**config.mk**
```make
export PLATFORM = sky130hd
export DESIGN_NAME = vl53l0x_init_sequencer
export DESIGN_NICKNAME = d
export VERILOG_FILES = /design/src/rtl/vl53l0x_init_sequencer.sv
export SDC_FILE = /design/constraint.sdc
export NUM_CORES = 1
export LEC_CHECK = 0
export CAP_MARGIN = 20
export CORE_UTILIZATION = 55
export CTS_BUF_LIST = sky130_fd_sc_hd__clkbuf_4 sky130_fd_sc_hd__clkbuf_8
export DETAILED_ROUTE_END_ITERATION = 10
export PLACE_DENSITY = 0.82
export SYNTH_ARGS = -nofsm -noshare
export SYNTH_HDL_FRONTEND = slang
export SYNTH_SLANG_ARGS = --single-unit
export TNS_END_PERCENT = 20
```
**constraint.sdc**
```tcl
create_clock -name clk -period 5 [get_ports clk]
set_input_delay 1.25 -clock clk [delete_from_list [all_inputs] [get_ports clk]]
set_output_delay 1.25 -clock clk [all_outputs]
set_load 0.005 [all_outputs]
```
**src/rtl/vl53l0x_init_sequencer.sv**
```systemverilog
// VL53L0X init sequencer: walks an external (reg, data, delay) table and issues
// each entry through the single-register write engine with watchdog and retries.
module vl53l0x_init_sequencer #(
    parameter logic [6:0] DEV_ADDR       = 7'h29,
    parameter int         NUM_ENTRIES    = 16,
    parameter int         MAX_RETRIES    = 3,
    parameter int         TIMEOUT_CYCLES = 100000,
    parameter int         DELAY_UNIT     = 1000
) (
    input  logic       clk,
    input  logic       reset,
    input  logic       start,
    output logic       busy,
    output logic       done,
    output logic       error,
    output logic [7:0] err_index,
    output logic [7:0] tbl_index,
    input  logic [7:0] tbl_reg,
    input  logic [7:0] tbl_data,
    input  logic [3:0] tbl_delay,
    output logic [6:0] wr_dev_address,
    output logic [7:0] wr_reg_address,
    output logic [7:0] wr_data,
    output logic       wr_start,
    input  logic       wr_done,
    input  logic       wr_failure
);
    localparam int DW = 4 + $clog2(DELAY_UNIT + 1);
    localparam int WW = $clog2(TIMEOUT_CYCLES);
    localparam logic [DW-1:0] UNIT      = DW'(DELAY_UNIT);
    localparam logic [WW-1:0] WD_LAST   = WW'(TIMEOUT_CYCLES - 1);
    localparam logic [7:0]    LAST_IDX  = 8'(NUM_ENTRIES - 1);
    localparam logic [3:0]    RETRY_MAX = 4'(MAX_RETRIES);

    typedef enum logic [2:0] {
        IDLE, FETCH, ISSUE, WAIT, DELAY, NEXT, FINISH, FAIL
    } state_t;

    state_t        state;
    logic [3:0]    retries;
    logic [3:0]    dly_reg;
    logic [DW-1:0] dly_cnt;
    logic [WW-1:0] wd_cnt;
    logic          attempt_failed;

    assign wr_dev_address = DEV_ADDR;

    // A failure pulse beats a simultaneous done; a done beats a simultaneous timeout.
    assign attempt_failed = wr_failure || (!wr_done && wd_cnt == WD_LAST);

    always_ff @(posedge clk) begin
        if (reset) begin
            state          <= IDLE;
            busy           <= 1'b0;
            done           <= 1'b0;
            error          <= 1'b0;
            err_index      <= 8'd0;
            tbl_index      <= 8'd0;
            wr_reg_address <= 8'd0;
            wr_data        <= 8'd0;
            wr_start       <= 1'b0;
            retries        <= 4'd0;
            dly_reg        <= 4'd0;
            dly_cnt        <= '0;
            wd_cnt         <= '0;
        end else begin
            done     <= 1'b0;
            wr_start <= 1'b0;
            case (state)
                IDLE: if (start) begin
                    error     <= 1'b0;
                    tbl_index <= 8'd0;
                    retries   <= 4'd0;
                    busy      <= 1'b1;
                    state     <= FETCH;
                end
                FETCH: begin
                    wr_reg_address <= tbl_reg;
                    wr_data        <= tbl_data;
                    dly_reg        <= tbl_delay;
                    wr_start       <= 1'b1;
                    state          <= ISSUE;
                end
                ISSUE: begin
                    wd_cnt <= '0;
                    state  <= WAIT;
                end
                WAIT: begin
                    if (attempt_failed) begin
                        // Retries reuse the latched register/data; no re-fetch.
                        if (retries < RETRY_MAX) begin
                            retries  <= retries + 4'd1;
                            wr_start <= 1'b1;
                            state    <= ISSUE;
                        end else begin
                            state <= FAIL;
                        end
                    end else if (wr_done) begin
                        dly_cnt <= DW'(dly_reg) * UNIT;
                        state   <= DELAY;
                    end else if (wd_cnt != WD_LAST) begin
                        wd_cnt <= wd_cnt + 1'b1;
                    end
                end
                DELAY: begin
                    if (dly_cnt == '0) state <= NEXT;
                    else dly_cnt <= dly_cnt - 1'b1;
                end
                NEXT: begin
                    if (tbl_index == LAST_IDX) begin
                        done  <= 1'b1;
                        state <= FINISH;
                    end else begin
                        tbl_index <= tbl_index + 8'd1;
                        retries   <= 4'd0;
                        state     <= FETCH;
                    end
                end
                FINISH: begin
                    busy  <= 1'b0;
                    state <= IDLE;
                end
                FAIL: begin
                    error     <= 1'b1;
                    err_index <= tbl_index;
                    busy      <= 1'b0;
                    state     <= IDLE;
                end
                default: state <= IDLE;
            endcase
        end
    end
endmodule
```
==> results of run 1 <==
power groups by stage:
stage	registers [mW]	clock network (mW)	logic, mW
3_5_place_dp	0.813	0	0.762
4_1_cts	0.798	0.506	0.770
3_3_place_gp	0.809	0	0.738
5_1_grt	0.815	0.530	0.864
6_report	0.800	0.494	0.771
2_1_floorplan	0.757	0	0.591
per-layer routing:
| layer | vias to the layer above | share of wire | wire length, um |
|---|---|---|---|
| met1 | 1703 | 0.45 | 4190 |
| li1 | 1882 | - | - |
| met2 | 98 | 0.47 | 4340 |
| met3 | 12 | 0.068 | 636 |
| met5 | - | 0 | 0 |
| met4 | 0 | 0.013 | 118 |
worst max-delay path by stage:
stage                from     endpoint  slack [ps]  cells past startpoint
2_1_floorplan  dly_reg[2]  dly_cnt[12]        2100                     11
3_3_place_gp   wr_failure   wd_cnt[10]        1690                      7
3_5_place_dp      wr_done   wd_cnt[12]        1520                      7
4_1_cts        dly_reg[2]  dly_cnt[12]        1840                     11
5_1_grt        dly_reg[2]  dly_cnt[12]        1640                     11
6_report       dly_reg[2]  dly_cnt[12]        1860                     11
cell usage after synthesis (all sizes together), types with 2 or more instances:
cell type and instances:
xor2 5, clkbuf 21, a21oi 50, nand3b 6, or4 4, o21ai 19
xnor2 18, nand3 13, nor2 64, buf 10, a21o 3, nand4 4
o211ai 5, or3 3, o22ai 3, nor3b 3, o2111a 2, inv 19
a31oi 4, and2 7, nor3 19, or3b 3, or2 3, nand2 70
o21a 5, and3 8, dfxtp 78, a211oi 4, mux2 2, conb 2
fa 7, nor2b 4, nand2b 6, nor4 5, mux2i 8, nor4b 6
ha 18
through the flow:
| step | utilization | std cells | hold slack (ps) | cell area [um2] | total power [mW] |
|---|---|---|---|---|---|
| final | 0.685 | 673 | 457 | 5020 | 2.07 |
| after global routing | 0.685 | 673 | 479 | 5020 | 2.21 |
| after CTS | 0.685 | 673 | 459 | 5020 | 2.07 |
| after detailed placement | 0.657 | 657 | 441 | 4810 | 1.57 |
| after global placement | 0.657 | 657 | 436 | 4810 | 1.55 |
| after floorplan | - | 527 | 423 | 4230 | 1.35 |
tightest hold or removal path: cells and delay by family, from the launching register on:
family,cells,cell delay (ps)
compound gates,1,50
flops,1,320
simple gates,1,50
final cells by class:
cell class              instances  share of cell area
clock buffers                   9              0.0247
clock inverters                 7              0.0160
inverters                      19              0.0142
multi-input cells             399               0.488
flip-flops and latches         78               0.311
well taps                      99              0.0247
repair buffers                 62               0.122
cells by family (layout without fill, tap and decap cells):
group                    after synthesis  in the layout  share of synthesized area
AO/OA/AOI/OAI                        105            105                      0.149
adder cells (fa/ha/maj)               25             25                     0.0869
flip-flops                            78             78                      0.371
XOR/XNOR                              23             23                     0.0479
multiplexers                          10             10                     0.0244
other                                  2              7                    0.00179
AND/OR/NAND/NOR                      229            229                      0.268
buffers and inverters                 50             97                     0.0515
==> out/metrics.csv, run 1 <==
stage,metric,value,unit
yosys,syn_inst,522,
critical_path,r2r_setup_slack,1860,ps
yosys,yosys.area.top_type_share,0.371,
yosys,syn-cell-area,4210,um2
critical_path,critPathCaptureType,flop,
critical_path,cp_cell_sequence,fa_1 -> inv_1 -> fa_1 -> inv_1 -> ha_1 -> nor2b_1 -> o31a_1 -> o21ai_0 -> xnor2_1 -> o211ai_1 -> a21oi_1,
die,start_util,0.574,
sta,fin_ws,1860,ps
finish,layout-drive-gt1-share,0.0505,
clock_tree,cts_max_level,3,
power,clkPwrFrac,0.239,
drt,drc_errors,0,
die,fp.dieW,89.5,um
yosys,synth_edf_count,0,
die,die_h,89.5,um
sta,rsz0062_at_grt,no,
sta,hold_viol,0,
power,p_leak,1.93,nW
sta,finalMaxSlewViolations,0,
yosys,yosysSeqAreaShare,0.371,
yosys,ys_seq_elements,78,
global_routing,grt.overflow.total,0,
drt,routedWlPerCell,13.8,um
worst_hold_path,worstHoldStart,wr_reg_address[7],
die,rows,31,
sta,skew,14.4,ps
critical_path,crit_family,adder cells,
power,power_density,412,nW/um2
yosys,synth.distinct_cells,58,
finish,multi_input_area,2450,um2
critical_path,crit_buf_inv,2,
finish,largest_reg_flops,17,
global_routing,grt_max_degree,60,
place,port_buffers,60,
global_routing,grt_busiest_layer,met2,
critical_path,r2r_cells,11,
drt,drtAntennaViolNets,0,
yosys,synth-main-ff-cell,dfxtp_1,
global_routing,grt_use_total,0.248,
place,dp_worst_setup_slack,1520,ps
critical_path,regToRegEndpoint,dly_cnt[12],
critical_path,critPathKind,reg2reg,
finish,seq_area,1560,um2
global_routing,antenna_found_initial,0,
flow_run,maxCapViolCount,0,
clock_tree,postCtsSetupRepairBufs,0,
clock_tree,cts_resized,0,
clock_tree,clock-sinks,78,
yosys,synthTopCellsByArea,"dfxtp_1 37%, nand2_1 6.2%, a21oi_1 5.8%, nor2_1 5.7%, ha_1 5.4%",
clock_tree,cts-root-buf,clkbuf_8,
sta,finalCritPeriodShare,0.627,
power,power_frac_comb,0.373,
power,switchingPower,0.802,mW
yosys,synth.avg_cell_area,8.06,um2
global_routing,grt_use_met3,0.0877,
drt,via_per_inst,5.49,
clock_tree,ctsLongestPathBuffers,2,
sta,worstMarginPinSlew,1080,ps
clock_tree,postCtsHoldBufs,0,
sta,fin_crit,3140,ps
drt,first_pass_iters,4,
die,dieArea,8000,um2
sta,fmax,319,MHz
critical_path,cp_max_fo,7,
critical_path,max_stage_delay,630,ps
global_routing,met1_usage,0.313,
finish,final_nets,619,
die,core_area,7330,um2
drt,drt-initial-drc-count,195,
power,switching_share,0.388,
finish,n_antenna_cell,0,
outcome,outcome,"complete, no violations",
finish,area_growth,19.3,%
sta,setup_viol,0,
yosys,synth_warnings,0,
place,dpl.hpwl,6420,um
power,ir_drop,0.233,mV
global_routing,grt_pass1_vias,3354,
finish,top_regs,"wd_cnt x17, dly_cnt x14",
place,gp_congestion,0.851,
yosys,synth_top_cell_by_area,dfxtp_1,
global_routing,met2_usage,0.399,
critical_path,cp.required,5220,ps
sta,maxSlewHeadroom,0.277,
critical_path,r2r-start,dly_reg[2],
drt,vias,3695,
global_routing,grt_pass1_wl,15300,um
finish,fillerInstances,609,
finish,final_cell_mix,"78 x dfxtp_1, 70 x nand2_1, 64 x nor2_1, 59 x clkdlybuf4s50_1, 49 x a21oi_1",
power,p_int,1.26,mW
sta,fin_tns_setup,0,ps
drt,drt-total-wl,9290,um
worst_hold_path,min_to,wr_reg_address[7],
worst_hold_path,hold-path-cell-count,2,
finish,max_flop_register,wd_cnt,
worst_hold_path,holdCritPathClass,reg2reg,
finish,final_common_cell,dfxtp_1,
critical_path,start_kind,flop,
yosys,synth_async_sr_flop_share,0,
clock_tree,clkTransAtPathRegs,90,ps
clock_tree,cts_tree,yes,
power,seqPwrFrac,0.387,
critical_path,cpMaxStageDelayCell,fa_1,
clock_tree,cts_buffers,9,
critical_path,critPathArrivalTime,3350,ps
die,io_pins,68,
clock_tree,clkLatencyLatePin,360,ps
Note: power is estimated with default switching activity, not from simulation.
==> inputs of run 2 (changes only) <==
CORE_UTILIZATION = 50   (was 55)
PLACE_DENSITY = 0.78   (was 0.82)
clock period = 2.8 ns   (was 5 ns; I/O delays follow)
==> run 2 against run 1 <==
Sequential share of layout area shrank 0.99 points. Largest cell class unchanged. Count of clock-buffer cells in the layout grew 2. Final area grew 3.5%. Worst hold slack lost 1.5 ps. Via count grew 3.0%. Highest routed layer unchanged.
==> out/metrics.csv, run 2 (synthesis gave the netlist of run 1 again) <==
stage,metric,value,unit,change
clock_tree,cts-root-buf,clkbuf_8,,unchanged
critical_path,start_kind,flop,,unchanged
drt,routedWlPerCell,13.9,um,was 13.8 um
die,rows,33,,was 31
critical_path,cp_max_fo,3,,was 7
global_routing,antenna_found_initial,0,,unchanged
clock_tree,clkTransAtPathRegs,80,ps,was 90 ps
global_routing,grt.overflow.total,0,,unchanged
critical_path,r2r_setup_slack,80,ps,was 1860 ps
die,fp.dieW,93.7,um,was 89.5 um
critical_path,cp.required,3020,ps,was 5220 ps
finish,final_core_util,0.636,,was 0.685
flow_run,maxCapViolCount,0,,unchanged
die,core_area,8180,um2,was 7330 um2
global_routing,grt_max_degree,32,,was 60
drt,via_per_inst,5.47,,was 5.49
sta,skew,7.69,ps,was 14.4 ps
finish,largest_reg_flops,17,,unchanged
global_routing,grt_pass1_vias,3679,,was 3354
critical_path,setup.worst_path.start,dly_reg[2],,unchanged
clock_tree,cts_tree,yes,,unchanged
sta,fmax,367,MHz,was 319 MHz
critical_path,critPathCaptureType,flop,,unchanged
finish,fillerInstances,676,,was 609
sta,whs,455,ps,was 457 ps
worst_hold_path,holdCritPathClass,reg2reg,,unchanged
critical_path,endpoint,dly_cnt[12],,unchanged
finish,final_nets,636,,was 619
outcome,outcome,"complete, no violations",,unchanged
worst_hold_path,hold-path-cell-count,2,,unchanged
place,dpl.hpwl,6830,um,was 6420 um
sta,maxSlewHeadroom,0.472,,was 0.277
sta,finalMaxSlewViolations,0,,unchanged
drt,first_pass_iters,4,,unchanged
sta,worstMarginPinSlew,792,ps,was 1080 ps
finish,area_growth,23.5,%,was 19.3%
sta,rsz0062_at_grt,yes,,was no
place,dp_worst_setup_slack,-9.05,ps,was 1520 ps
die,start_util,0.515,,was 0.574
clock_tree,cts_buffers,9,,unchanged
critical_path,regToRegEndpoint,dly_cnt[12],,unchanged
critical_path,r2r_cells,11,,unchanged
die,dieArea,8780,um2,was 8000 um2
critical_path,critPathKind,reg2reg,,unchanged
power,ir_drop,0.455,mV,was 0.233 mV
worst_hold_path,worstHoldStart,wr_data[5],,was wr_reg_address[7]
die,die_h,93.7,um,was 89.5 um
place,gp_congestion,0.846,,was 0.851
power,power.total,3.90,mW,was 2.07 mW
power,p_leak,2.02,nW,was 1.93 nW
finish,multi_input_area,2480,um2,was 2450 um2
sta,fin_ws,77.2,ps,was 1860 ps
sta,hold_viol,0,,unchanged
sta,fin_crit,2720,ps,was 3140 ps
clock_tree,postCtsHoldBufs,0,,unchanged
drt,vias,3807,,was 3695
global_routing,grt_use_total,0.224,,was 0.248
clock_tree,clkLatencyLatePin,350,ps,was 360 ps
drt,drc_errors,0,,unchanged
finish,n_antenna_cell,0,,unchanged
place,placed_area,4960,um2,was 4810 um2
power,power_density,751,nW/um2,was 412 nW/um2
clock_tree,clock-sinks,78,,unchanged
finish,final_cell_mix,"75 x dfxtp_1, 70 x nand2_1, 64 x nor2_1, 59 x clkdlybuf4s50_1, 49 x a21oi_1",,"was 78 x dfxtp_1, 70 x nand2_1, 64 x nor2_1, 59 x clkdlybuf4s50_1, 49 x a21oi_1"
finish,layout-drive-gt1-share,0.0914,,was 0.0505
place,port_buffers,60,,unchanged
die,io_pins,68,,unchanged
global_routing,grt_pass1_wl,16000,um,was 15300 um
critical_path,critPathArrivalTime,2940,ps,was 3350 ps
sta,finalCritPeriodShare,0.972,,was 0.627
finish,final_area,5200,um2,was 5020 um2
drt,drt-total-wl,9710,um,was 9290 um
finish,seq_area,1570,um2,was 1560 um2
drt,drt-initial-drc-count,171,,was 195
drt,drtAntennaViolNets,0,,unchanged
sta,setup_viol,0,,unchanged
critical_path,r2r-start,dly_reg[2],,unchanged
clock_tree,cts_max_level,3,,unchanged
finish,max_flop_register,wd_cnt,,unchanged
finish,top_regs,"wd_cnt x17, dly_cnt x14",,unchanged
clock_tree,ctsLongestPathBuffers,2,,unchanged
finish,final_common_cell,dfxtp_1,,unchanged
[run 2: cell count changes in the layout (fill, tap and decap cells not counted), sizes merged]
cell    delta
buf       +17
clkbuf     +2
inv        -2
[run 2: layout make-up]
class / count / area share
multi-input combinational: 399 / 0.478
sequential: 78 / 0.301
timing repair buffer: 79 / 0.142
clock buffer: 11 / 0.0291
tap: 105 / 0.0253
inverter: 19 / 0.0137
clock inverter: 5 / 0.0108
[run 2: how the worst min path moves through the flow]
stage,endpoint,slack [ps]
2_1_floorplan,retries[2],420
3_3_place_gp,retries[2],440
3_5_place_dp,retries[2],440
4_1_cts,wr_data[5],460
5_1_grt,wr_data[0],490
6_report,wr_data[5],460
[run 2: timing repair]
item / CTS / global route
setup endpoints to repair: 1 / 4
pin swaps: 7 / 3
buffers inserted: 1 / 0
resized for setup: 4 / 3
[run 2: where the power goes]
part           leakage, nW  internal [mW]  switching [mW]
combinational         1.28          0.742           0.936
sequential           0.633           1.24           0.100
clock                0.106          0.461           0.425
total                 2.02           2.44            1.46
[run 2: critical path: stages (launching register included)]
cell and delay, ps:
dfxtp_2 340, fa_1 560, inv_1 60, fa_1 490, inv_2 50, ha_4 220, nor2b_4 130, o31a_1 290
o21ai_1 150, xnor2_1 90, o211ai_1 150, a21oi_1 80
[run 2: stage by stage]
step / cells / setup TNS, ps
5_1_grt: 696 / -79.1
3_3_place_gp: 679 / 0
6_report: 696 / 0
3_5_place_dp: 679 / -9.05
4_1_cts: 696 / 0
2_1_floorplan: 527 / 0
[run 2: layer usage]
layer	vias to the layer above	track usage	wire, um
met2	66	0.384	4760
li1	1910	-	-
met1	1813	0.282	4470
met5	-	0	0
met4	0	0.0808	167
met3	18	0.0380	309
==> patch, RTL diff (config.mk and constraints of run 2) <==
`TIMEOUT_CYCLES`: 100000 -> 50000.
--- a/src/rtl/vl53l0x_init_sequencer.sv
+++ b/src/rtl/vl53l0x_init_sequencer.sv
@@ -4,7 +4,7 @@
     parameter logic [6:0] DEV_ADDR       = 7'h29,
     parameter int         NUM_ENTRIES    = 16,
     parameter int         MAX_RETRIES    = 3,
-    parameter int         TIMEOUT_CYCLES = 100000,
+    parameter int         TIMEOUT_CYCLES = 50000,
     parameter int         DELAY_UNIT     = 1000
 ) (
     input  logic       clk,
Function: same outputs for any inputs over 10 cycles, from zero or initial values and one cycle with reset high; that may be too few to reach the edited logic, so the function may still have changed.
==> patch against run 2 <==
Wire length shrank 3.5%; global-route usage grew 0.62 points; sequential cell count shrank 1; cell count shrank 2.0%; final area shrank 2.2%; combinational power shrank 5%; total power shrank 2.1%; synthesized area shrank 3.2%; worst setup slack lost 0.011 ns; clock power shrank 1%; fmax shrank 0.40%; sequential share of layout area grew 0.38 points; critical path type unchanged; largest cell class unchanged; largest power group unchanged.
==> patch: results (changes against run 2) <==
metric,value,unit,change
status,completed,,
"Reg clk slew, reported paths",0.09,ns,
switch share,0.384,,+0.00939
hold worst-path end,wr_reg_address[2]$_SDFFE_PP0P_,,
yosys synthesis warning count,0,,unchanged
DR pass1 iterations,5,,+1
"FFs w/ async S/R, synth",0,,unchanged
R2R Path Start,dly_reg[2]$_SDFFE_PP0P_,,
worst r2r path cells,11,,unchanged
first-pass GRT wire length,15800,um,-1.1%
worst-case clock buffer depth,2,,unchanged
fill count,650,,-3.8%
CTS root buffer,clkbuf_8,,
Syn Inst Count,507,,-2.9%
Max Slew Vio Count,0,,unchanged
measured slew at the worst slew-check pin,0.723,ns,-0.0684 ns
Hold Crit Depth,2,,unchanged
routability cong.,0.806,,-4.8%
post-synthesis sequential area ratio,0.379,,+0.00752
routed wire length,9370,um,-3.5%
HPWL after DPL,6510,um,-4.7%
initial antenna violation count,0,,unchanged
pin count of the biggest net entering global routing,33,,+3.1%
placed cells,666,,-1.9%
"Power, Total",0.00382,W,-2.1%
worst skew pair latency,0.37,ns,+0.02 ns
deepest level of the CTS H-tree,3,,unchanged
Wirelength per Cell,13.7,um,-1.5%
# port buffers,60,,unchanged
leak pwr,1.95,nW,-3.1%
clock skew,0.0149,ns,+0.00724 ns
vias in the first global route,3603,,-2.1%
crit path DAT,3.02,ns,+0.08 ns
clock power share,0.229,,+0.002
min-delay src,wr_reg_address[2]$_SDFFE_PP0P_,,
Worst VDD drop,0.435,mV,-4.3%
reg-to-reg setup timing slack,0.07,ns,
Yosys cell types,52,,-10%
final layout net count,625,,-1.7%
Comb power,0.00160,W,-5%
FF-to-FF End,dly_cnt[11]$_SDFFE_PP0P_,,
Num CTS Buffers,9,,unchanged
fraction of layout cells with a size suffix above 1,0.100,,+0.00863
initial DRC count,223,,+30%
Synth top cells by count,"nand2_1, dfxtp_1, a21oi_1",,
largest registers,"wd_cnt (16), dly_cnt (14)",,
maximum fanout along the worst path,5,,+2
Ant. Diodes,0,,unchanged
Hold Path Class,flop to flop,,
DR vias/cell,5.51,,+0.69%
ys flop type,dfxtp_1,,
gr usage total,0.231,,+0.00619
placed standard-cell area,0.00483,mm2,-2.4%
Area contributors post-synth,"dfxtp_1, nand2_1, a21oi_1",,
[patch: cell types whose count changed in the layout (fill, tap and decap cells not counted), moves of 8 or more]
cell     delta
xnor2_1    -13
xor2_1     +10
o21ai_0    +14
a21oi_1     +8
nand2_1    +10
nor2_1     -13
[patch: metal layers]
metal	vias up	GRT usage	wire, um
li1	1876	-	-
met1	1735	0.289	4200
met2	125	0.372	4460
met3	20	0.0630	566
met4	0	0.0977	146
met5	-	0	0
[patch: worst max-delay path: stages (launching register included)]
cell and delay, ns:
dfxtp_4 0.36, fa_1 0.56, inv_2 0.05, fa_1 0.51, inv_1 0.08, ha_4 0.28, nand3_2 0.07, o211ai_1 0.22
buf_4 0.15, xor2_1 0.15, nand2_1 0.07, a31oi_1 0.16
[patch: cell type report]
cell class | instances | area share
Clock inverter | 7 | 0.0160
Multi-Input combinational cell | 385 | 0.466
Sequential cell | 77 | 0.305
Timing Repair Buffer | 80 | 0.147
Tap cell | 102 | 0.0251
Clock buffer | 9 | 0.0244
Inverter | 22 | 0.0162
[patch: stage by stage]
stage / worst slack (ns) / hold WS [ns] / utilization / setup TNS (ns)
after floorplan: 0.0101 / 0.431 / - / 0
after global placement: 0.0823 / 0.442 / 0.619 / 0
after detailed placement: 0.00959 / 0.448 / 0.619 / 0
after CTS: 0.00928 / 0.460 / 0.646 / 0
after global routing: -0.0837 / 0.478 / 0.651 / -0.155
final: 0.0663 / 0.455 / 0.651 / 0
[patch: kinds of logic (layout without fill, tap and decap cells)]
logic type,count (synthesis),count (layout),share of synthesized area
AOI/OAI and AO/OA,110,110,0.160
other,2,7,0.00185
muxes,10,10,0.0249
xor gates and xnor gates,20,20,0.0430
and+or+nand+nor,213,213,0.249
adders and majority gates,25,25,0.0898
DFF,77,77,0.379
buffers and inverters,50,118,0.0529
[patch: worst max-delay path by stage]
| stage | start | endpoint | slack, ns | depth (start not counted) |
|---|---|---|---|---|
| final | dly_reg[2]$_SDFFE_PP0P_ | dly_cnt[11]$_SDFFE_PP0P_ | 0.07 | 11 |
| after floorplan | dly_reg[1]$_SDFFE_PP0P_ | dly_cnt[13]$_SDFFE_PP0P_ | 0.01 | 11 |
| after CTS | dly_reg[1]$_SDFFE_PP0P_ | dly_cnt[13]$_SDFFE_PP0P_ | 0.009 | 11 |
| after global routing | dly_reg[2]$_SDFFE_PP0P_ | dly_cnt[13]$_SDFFE_PP0P_ | -0.08 | 11 |
| after global placement | dly_reg[1]$_SDFFE_PP0P_ | dly_cnt[13]$_SDFFE_PP0P_ | 0.08 | 11 |
| after detailed placement | dly_reg[2]$_SDFFE_PP0P_ | dly_cnt[13]$_SDFFE_PP0P_ | 0.01 | 10 |
[patch: what timing repair did]
item,CTS,global route
gates resized for setup,0,11
setup buffers,0,1
setup endpoints to repair,0,4
